$ cat src/rtl/eth_tx_arbiter_if.sv
// eth_tx_arbiter_if: requester and MAC TX stream bundle around the arbiter
interface eth_tx_arbiter_if #(
  parameter int DATA_W = 64,
  parameter int KEEP_W = 8,
  parameter int CNT_W  = 32
);
  logic [DATA_W-1:0] s0_tdata, s1_tdata, m_tdata;
  logic [KEEP_W-1:0] s0_tkeep, s1_tkeep, m_tkeep;
  logic              s0_tlast, s1_tlast, m_tlast;
  logic              s0_tvalid, s1_tvalid, m_tvalid;
  logic              s0_tready, s1_tready, m_tready;
  logic [1:0]        grant;
  logic [CNT_W-1:0]  pkt_cnt0, pkt_cnt1;
  modport slave (
    input  s0_tdata, s0_tkeep, s0_tlast, s0_tvalid,
    input  s1_tdata, s1_tkeep, s1_tlast, s1_tvalid, m_tready,
    output s0_tready, s1_tready, m_tdata, m_tkeep, m_tlast, m_tvalid,
    output grant, pkt_cnt0, pkt_cnt1
  );
  modport master (
    output s0_tdata, s0_tkeep, s0_tlast, s0_tvalid,
    output s1_tdata, s1_tkeep, s1_tlast, s1_tvalid, m_tready,
    input  s0_tready, s1_tready, m_tdata, m_tkeep, m_tlast, m_tvalid,
    input  grant, pkt_cnt0, pkt_cnt1
  );
endinterface

$ cat src/rtl/eth_tx_arbiter.sv
// eth_tx_arbiter: two-requester packet-locked round-robin arbiter onto a registered MAC TX stream
module eth_tx_arbiter #(
  parameter int DATA_W = 64,
  parameter int KEEP_W = 8,
  parameter int CNT_W  = 32
) (
  input logic aclk,
  input logic aresetn,
  eth_tx_arbiter_if.slave bus
);
  typedef enum logic [1:0] {IDLE, GNT0, GNT1} state_t;
  state_t            state, nxt;
  logic              last_srv, src, rdy, own_valid, own_last, acc;
  logic [DATA_W-1:0] tdata;
  logic [KEEP_W-1:0] tkeep;
  logic              tlast, tvalid;
  logic [CNT_W-1:0]  cnt0, cnt1;
  // owner selection, accept decode and next state; IDLE always costs one cycle per packet
  always_comb begin
    rdy = ~tvalid | bus.m_tready;
    own_valid = state == GNT1 ? bus.s1_tvalid : state == GNT0 ? bus.s0_tvalid : 1'b0;
    own_last = state == GNT1 ? bus.s1_tlast : bus.s0_tlast;
    acc = own_valid & rdy;
    nxt = state;
    if (state == IDLE)
      nxt = bus.s0_tvalid & bus.s1_tvalid ? (last_srv ? GNT0 : GNT1) :
            bus.s0_tvalid ? GNT0 : bus.s1_tvalid ? GNT1 : IDLE;
    else if (acc & own_last)
      nxt = IDLE;
  end
  // state register; last-served pointer moves only when a packet is granted
  always_ff @(posedge aclk or negedge aresetn) begin
    if (!aresetn) begin
      state <= IDLE;
      last_srv <= 1'b1;
    end else begin
      state <= nxt;
      if (state == IDLE && nxt != IDLE) last_srv <= nxt == GNT1;
    end
  end
  // output register; src remembers which requester the held flit came from
  always_ff @(posedge aclk or negedge aresetn) begin
    if (!aresetn) begin
      tvalid <= 1'b0;
      tdata <= '0;
      tkeep <= '0;
      tlast <= 1'b0;
      src <= 1'b0;
    end else if (acc) begin
      tvalid <= 1'b1;
      tdata <= state == GNT1 ? bus.s1_tdata : bus.s0_tdata;
      tkeep <= state == GNT1 ? bus.s1_tkeep : bus.s0_tkeep;
      tlast <= own_last;
      src <= state == GNT1;
    end else if (bus.m_tready) begin
      tvalid <= 1'b0;
    end
  end
  // per-requester packet counters, bumped when a tlast flit leaves the output
  always_ff @(posedge aclk or negedge aresetn) begin
    if (!aresetn) begin
      cnt0 <= '0;
      cnt1 <= '0;
    end else if (tvalid & bus.m_tready & tlast) begin
      if (src) cnt1 <= cnt1 + 1'b1;
      else cnt0 <= cnt0 + 1'b1;
    end
  end
  assign bus.s0_tready = state == GNT0 & rdy;
  assign bus.s1_tready = state == GNT1 & rdy;
  assign bus.grant = {state == GNT1, state == GNT0};
  assign bus.m_tdata = tdata;
  assign bus.m_tkeep = tkeep;
  assign bus.m_tlast = tlast;
  assign bus.m_tvalid = tvalid;
  assign bus.pkt_cnt0 = cnt0;
  assign bus.pkt_cnt1 = cnt1;
endmodule
$ cat src/flat_wrapper.sv
// flat-port wrapper written by rule: the top's interface ports become plain ports
module eth_tx_arbiter_flat 
#(
  parameter int DATA_W = 64,
  parameter int KEEP_W = 8,
  parameter int CNT_W  = 32
)
  (aclk, aresetn, bus_s0_tdata, bus_s0_tkeep, bus_s0_tlast, bus_s0_tvalid, bus_s1_tdata, bus_s1_tkeep, bus_s1_tlast, bus_s1_tvalid, bus_m_tready, bus_s0_tready, bus_s1_tready, bus_m_tdata, bus_m_tkeep, bus_m_tlast, bus_m_tvalid, bus_grant, bus_pkt_cnt0, bus_pkt_cnt1);
  eth_tx_arbiter_if #(.DATA_W(DATA_W), .KEEP_W(KEEP_W), .CNT_W(CNT_W)) bus_i ();
  input logic aclk;
  input logic aresetn;
  input wire logic [$bits(bus_i.s0_tdata)-1:0] bus_s0_tdata;
  input wire logic [$bits(bus_i.s0_tkeep)-1:0] bus_s0_tkeep;
  input wire logic [$bits(bus_i.s0_tlast)-1:0] bus_s0_tlast;
  input wire logic [$bits(bus_i.s0_tvalid)-1:0] bus_s0_tvalid;
  input wire logic [$bits(bus_i.s1_tdata)-1:0] bus_s1_tdata;
  input wire logic [$bits(bus_i.s1_tkeep)-1:0] bus_s1_tkeep;
  input wire logic [$bits(bus_i.s1_tlast)-1:0] bus_s1_tlast;
  input wire logic [$bits(bus_i.s1_tvalid)-1:0] bus_s1_tvalid;
  input wire logic [$bits(bus_i.m_tready)-1:0] bus_m_tready;
  output wire logic [$bits(bus_i.s0_tready)-1:0] bus_s0_tready;
  output wire logic [$bits(bus_i.s1_tready)-1:0] bus_s1_tready;
  output wire logic [$bits(bus_i.m_tdata)-1:0] bus_m_tdata;
  output wire logic [$bits(bus_i.m_tkeep)-1:0] bus_m_tkeep;
  output wire logic [$bits(bus_i.m_tlast)-1:0] bus_m_tlast;
  output wire logic [$bits(bus_i.m_tvalid)-1:0] bus_m_tvalid;
  output wire logic [$bits(bus_i.grant)-1:0] bus_grant;
  output wire logic [$bits(bus_i.pkt_cnt0)-1:0] bus_pkt_cnt0;
  output wire logic [$bits(bus_i.pkt_cnt1)-1:0] bus_pkt_cnt1;
  assign bus_i.s0_tdata = bus_s0_tdata;
  assign bus_i.s0_tkeep = bus_s0_tkeep;
  assign bus_i.s0_tlast = bus_s0_tlast;
  assign bus_i.s0_tvalid = bus_s0_tvalid;
  assign bus_i.s1_tdata = bus_s1_tdata;
  assign bus_i.s1_tkeep = bus_s1_tkeep;
  assign bus_i.s1_tlast = bus_s1_tlast;
  assign bus_i.s1_tvalid = bus_s1_tvalid;
  assign bus_i.m_tready = bus_m_tready;
  assign bus_s0_tready = bus_i.s0_tready;
  assign bus_s1_tready = bus_i.s1_tready;
  assign bus_m_tdata = bus_i.m_tdata;
  assign bus_m_tkeep = bus_i.m_tkeep;
  assign bus_m_tlast = bus_i.m_tlast;
  assign bus_m_tvalid = bus_i.m_tvalid;
  assign bus_grant = bus_i.grant;
  assign bus_pkt_cnt0 = bus_i.pkt_cnt0;
  assign bus_pkt_cnt1 = bus_i.pkt_cnt1;
  eth_tx_arbiter #(.DATA_W(DATA_W), .KEEP_W(KEEP_W), .CNT_W(CNT_W)) u_core (.aclk(aclk), .aresetn(aresetn), .bus(bus_i));
endmodule
$ cat config.mk
export PLATFORM = sky130hd
export DESIGN_NAME = eth_tx_arbiter_flat
export DESIGN_NICKNAME = d
export VERILOG_FILES = /design/src/rtl/eth_tx_arbiter_if.sv /design/src/rtl/eth_tx_arbiter.sv /design/src/flat_wrapper.sv
export SDC_FILE = /design/constraint.sdc
export NUM_CORES = 1
export LEC_CHECK = 0
export ABC_CLOCK_PERIOD_IN_PS = 1700
export CAP_MARGIN = 10
export CORE_MARGIN = 5
export CORE_UTILIZATION = 38
export DETAILED_ROUTE_END_ITERATION = 8
export PLACE_DENSITY_LB_ADDON = 0.1
export SYNTH_ARGS = -nofsm -noshare
export SYNTH_HDL_FRONTEND = slang
export SYNTH_SLANG_ARGS = --single-unit
$ cat constraint.sdc
create_clock -name aclk -period 1.7 [get_ports aclk]
set_input_delay 0.34 -clock aclk [delete_from_list [all_inputs] [get_ports aclk]]
set_output_delay 0.34 -clock aclk [all_outputs]
set_load 0.05 [all_outputs]
==> run metrics <==
status=complete, but fails checks; failing checks=setup timing; Clk Latency, worst-skew pair=0.42 ns; sequential-to-total area share from yosys stat=53.8%; final hold violation count=0; most frequent CP cell=buf_6; total nets after synthesis=771; largest net degree at the start of global routing=54; WL final=21700 um; peak supply drop=1.22 mV; most used routing layer=met2; first-pass GRT wire length=31300 um; Synth cell types=40; fraction of registers with async set/reset=100%; Period Utilization, post-route=110%; chip height=142 um; GRT Util Overall=between 10% and 20%; initial core utilization=38.5%; vias post-DR=roughly 6000; FP Rows=48; input/output buffers=292; routability cong.=0.827; Sink Count=142; I/O Pins=just under 300; net switching fraction of the power=a little over two fifths; Num CTS Buffers=17; number of max-cap violations=0; cell area after synthesis=0.00661 sq mm; vias in the first global route=~6200; die area=0.0201 sq mm; Synth area leaders=dfrtp_1 53%, mux2i_1 11%, xnor2_1 6.1%; Post-synth EDFFs=0; CP arrival=approximately 1.5 ns; Setup CP Type=flip-flop to output port; grt met2 use=34.5%; Seq cells post-synth=142; RSZ-0062 raised after global routing=true; Mapped Avg Cell Area=10.7 sq um; CTS tree=built; most common cell in the netlist=dfrtp_1; crit path cell chain=buf_6 -> and2b_2 -> buf_6 -> nor2b_4 -> buf_12; Detail Placement HPWL=15200 um; area leader, netlist=dfrtp_1; Min Hold Slack=0.368 ns; final worst slack=-0.173 ns; DR iter-0 viols=278; Hold Path Class=input port to asynchronous set/reset pin; Primary FF master, synth=dfrtp_1; First-pass DRT Iterations=4; Via density=4.97; final critical-path required period=1.87 ns; Final Non-Filler Cells=approximately 1200; clk buf depth=2; # DRC=0; Filler cells=between 1000 and 1500; Slew Viols, Final=0; dpl cells=1147; Pleak=5.10 nW; Detail Route Antenna Nets=0; Worst-path clk slew=0.06 ns; Root Buffer Master=clkbuf_16; Commonest cells post-synth=141 x dfrtp_1, 86 x nor2_1, 75 x mux2i_1, 74 x a21oi_1, 46 x xnor2_1; final-report setup violation count=82; initial antenna violation count=0; Worst Tran Pin Value=0.480 ns; YS warnings=0; Psw=8.67 mW; Worst Path Buf+Inv=3; Seq pwr share=25.2%; Overflow after GRT=0; Pwr Density=1760 mW/mm^2; CP required=1.36 ns; share of layout cells above drive strength 1=35.3%; nets=1140; DR WL/cell=17.7 um; CP peak stage delay=0.40 ns; Max-slew headroom=67.7%; met3 GRT Util=7.72%; diode count=0; Syn Inst Count=618; area grow syn2layout=73.4%; die width=142 um; combinational power share=53.8%; Core Area=around 0.017 sq mm; Pint=11.5 mW; Synth top area share=53.4%; clock share of power=21.0%; Slowest cell on crit path=dfrtp_2; Top Family by Delay on Critical Path=flip-flops; Max Freq=534 MHz; CP max FO=2; final setup skew=~0.012 ns; kind of end point of the critical path=output port; Worst setup SP type=flip-flop; H-tree level count=4; M1 GR Usage=21.8%
==> per-layer routing <==
metal,vias to the layer above,routed length (um)
met5,-,0
met4,0,486
met3,33,1870
met2,210,11400
met1,2944,7960
li1,2899,-
==> flip-flops by register name (all words and copies together), names as in the netlist <==
name                 cells
u_core.bus.m_tlast       1
u_core.bus.m_tdata      64
u_core.bus.m_tkeep       8
u_core.src               1
u_core.bus.m_tvalid      1
u_core.bus.pkt_cnt1     32
u_core.last_srv          1
u_core.bus.pkt_cnt0     32
u_core.state             2
==> cell type report <==
class	count	area, sq um	area share (%)
repair buffers	380	3710	32.4
flip-flops and latches	142	3600	31.4
multi-input cells	435	3160	27.6
clock buffers	21	450	3.93
well taps	225	282	2.46
clock inverters	11	214	1.87
inverters	11	41.3	0.360
==> placed cells by master (no fill, tap or decap), types with 3 or more instances in the layout <==
master           Yosys  routed
buf_12               0      19
clkbuf_16            0      25
buf_4                0     186
nand2_1             27      27
mux2i_1             75      75
a21oi_1             74      53
nand3_1             26      24
inv_1               11      11
nor2b_4              0       5
nand4_1             21      21
dfrtp_2              0      37
buf_6                1       9
a21oi_2              0      20
and3_1               7       7
bufinv_16            0       6
nor3_1              13       8
and4_1               3       3
clkdlybuf4s50_1      0     148
xnor2_1             46      46
dfrtp_1            141     104
nor2_1              86      84
nor4_4               3       7
or4_4                1       3
clkbuf_1            20       3
xor2_1              16      16
buf_8                0       5
nor3_2               0       3
nand3b_1             5       5
==> what timing repair did <==
action,4_1_cts,5_1_grt
hold buffers,1,0
endpoints found under the hold margin,26,0
pin swaps,1,8
gates resized for setup,12,52
gates cloned,1,14
setup buffers,4,26
endpoints found under the setup margin,21,89
==> cells by family after synthesis <==
logic type / synth area share [%]
simple gates: 17.6
flops: 53.8
mux: 11.7
compound gates: 5.72
xor+xnor: 8.22
buf+inv: 2.65
fa+ha+maj: 0.379
==> worst reg2reg max path, stage by stage, from the launching register on <==
cell and delay (ns):
dfrtp_2 0.40, buf_6 0.11, and2b_2 0.21, buf_4 0.13, buf_4 0.13, a21oi_4 0.19, buf_12 0.17, buf_12 0.13
clkbuf_16 0.15, nor2_1 0.04, a21oi_1 0.12
==> metrics by stage <==
step	area (sq um)	utilization, %	setup slack [ns]	total power [mW]	setup TNS, ns
after CTS	10800	62.7	-0.192	19.0	-0.630
after floorplan	6760	-	-0.181	11.2	-3.69
after detailed placement	10000	58.4	-0.558	14.6	-51.51
after global placement	10000	58.4	-0.509	14.4	-48.81
final	11500	66.7	-0.173	20.1	-7.91
after global routing	11500	66.7	-0.238	21.0	-14.99
==> power groups by stage <==
stage	sequential, mW	clock (mW)	combinational (mW)
floorplan	8.27	0	2.93
global placement	5.07	0	9.36
detailed placement	5.10	0	9.51
CTS	5.08	4.31	9.58
global route	5.21	4.46	11.4
finish	5.08	4.23	10.8
==> worst paths after layout <==
| kind | slack [ns] | start | endpoint | cells past startpoint |
|---|---|---|---|---|
| worst max-delay path | -0.17 | u_core.bus.m_tvalid | bus_s1_tready | 5 |
| worst min-delay path | 0.37 | aresetn | u_core.bus.pkt_cnt0[22] | 2 |
| worst max register to register | -0.17 | u_core.bus.m_tvalid | u_core.bus.m_tdata[18] | 10 |
| worst min register to register | 0.48 | u_core.bus.pkt_cnt0[31] | u_core.bus.pkt_cnt0[31] | 1 |
| max in group asynchronous | 0.69 | aresetn | u_core.last_srv | 3 |
| min in group aclk | 0.48 | u_core.bus.pkt_cnt0[31] | u_core.bus.pkt_cnt0[31] | 1 |
No activity file was read; power rests on OpenSTA's default activity.
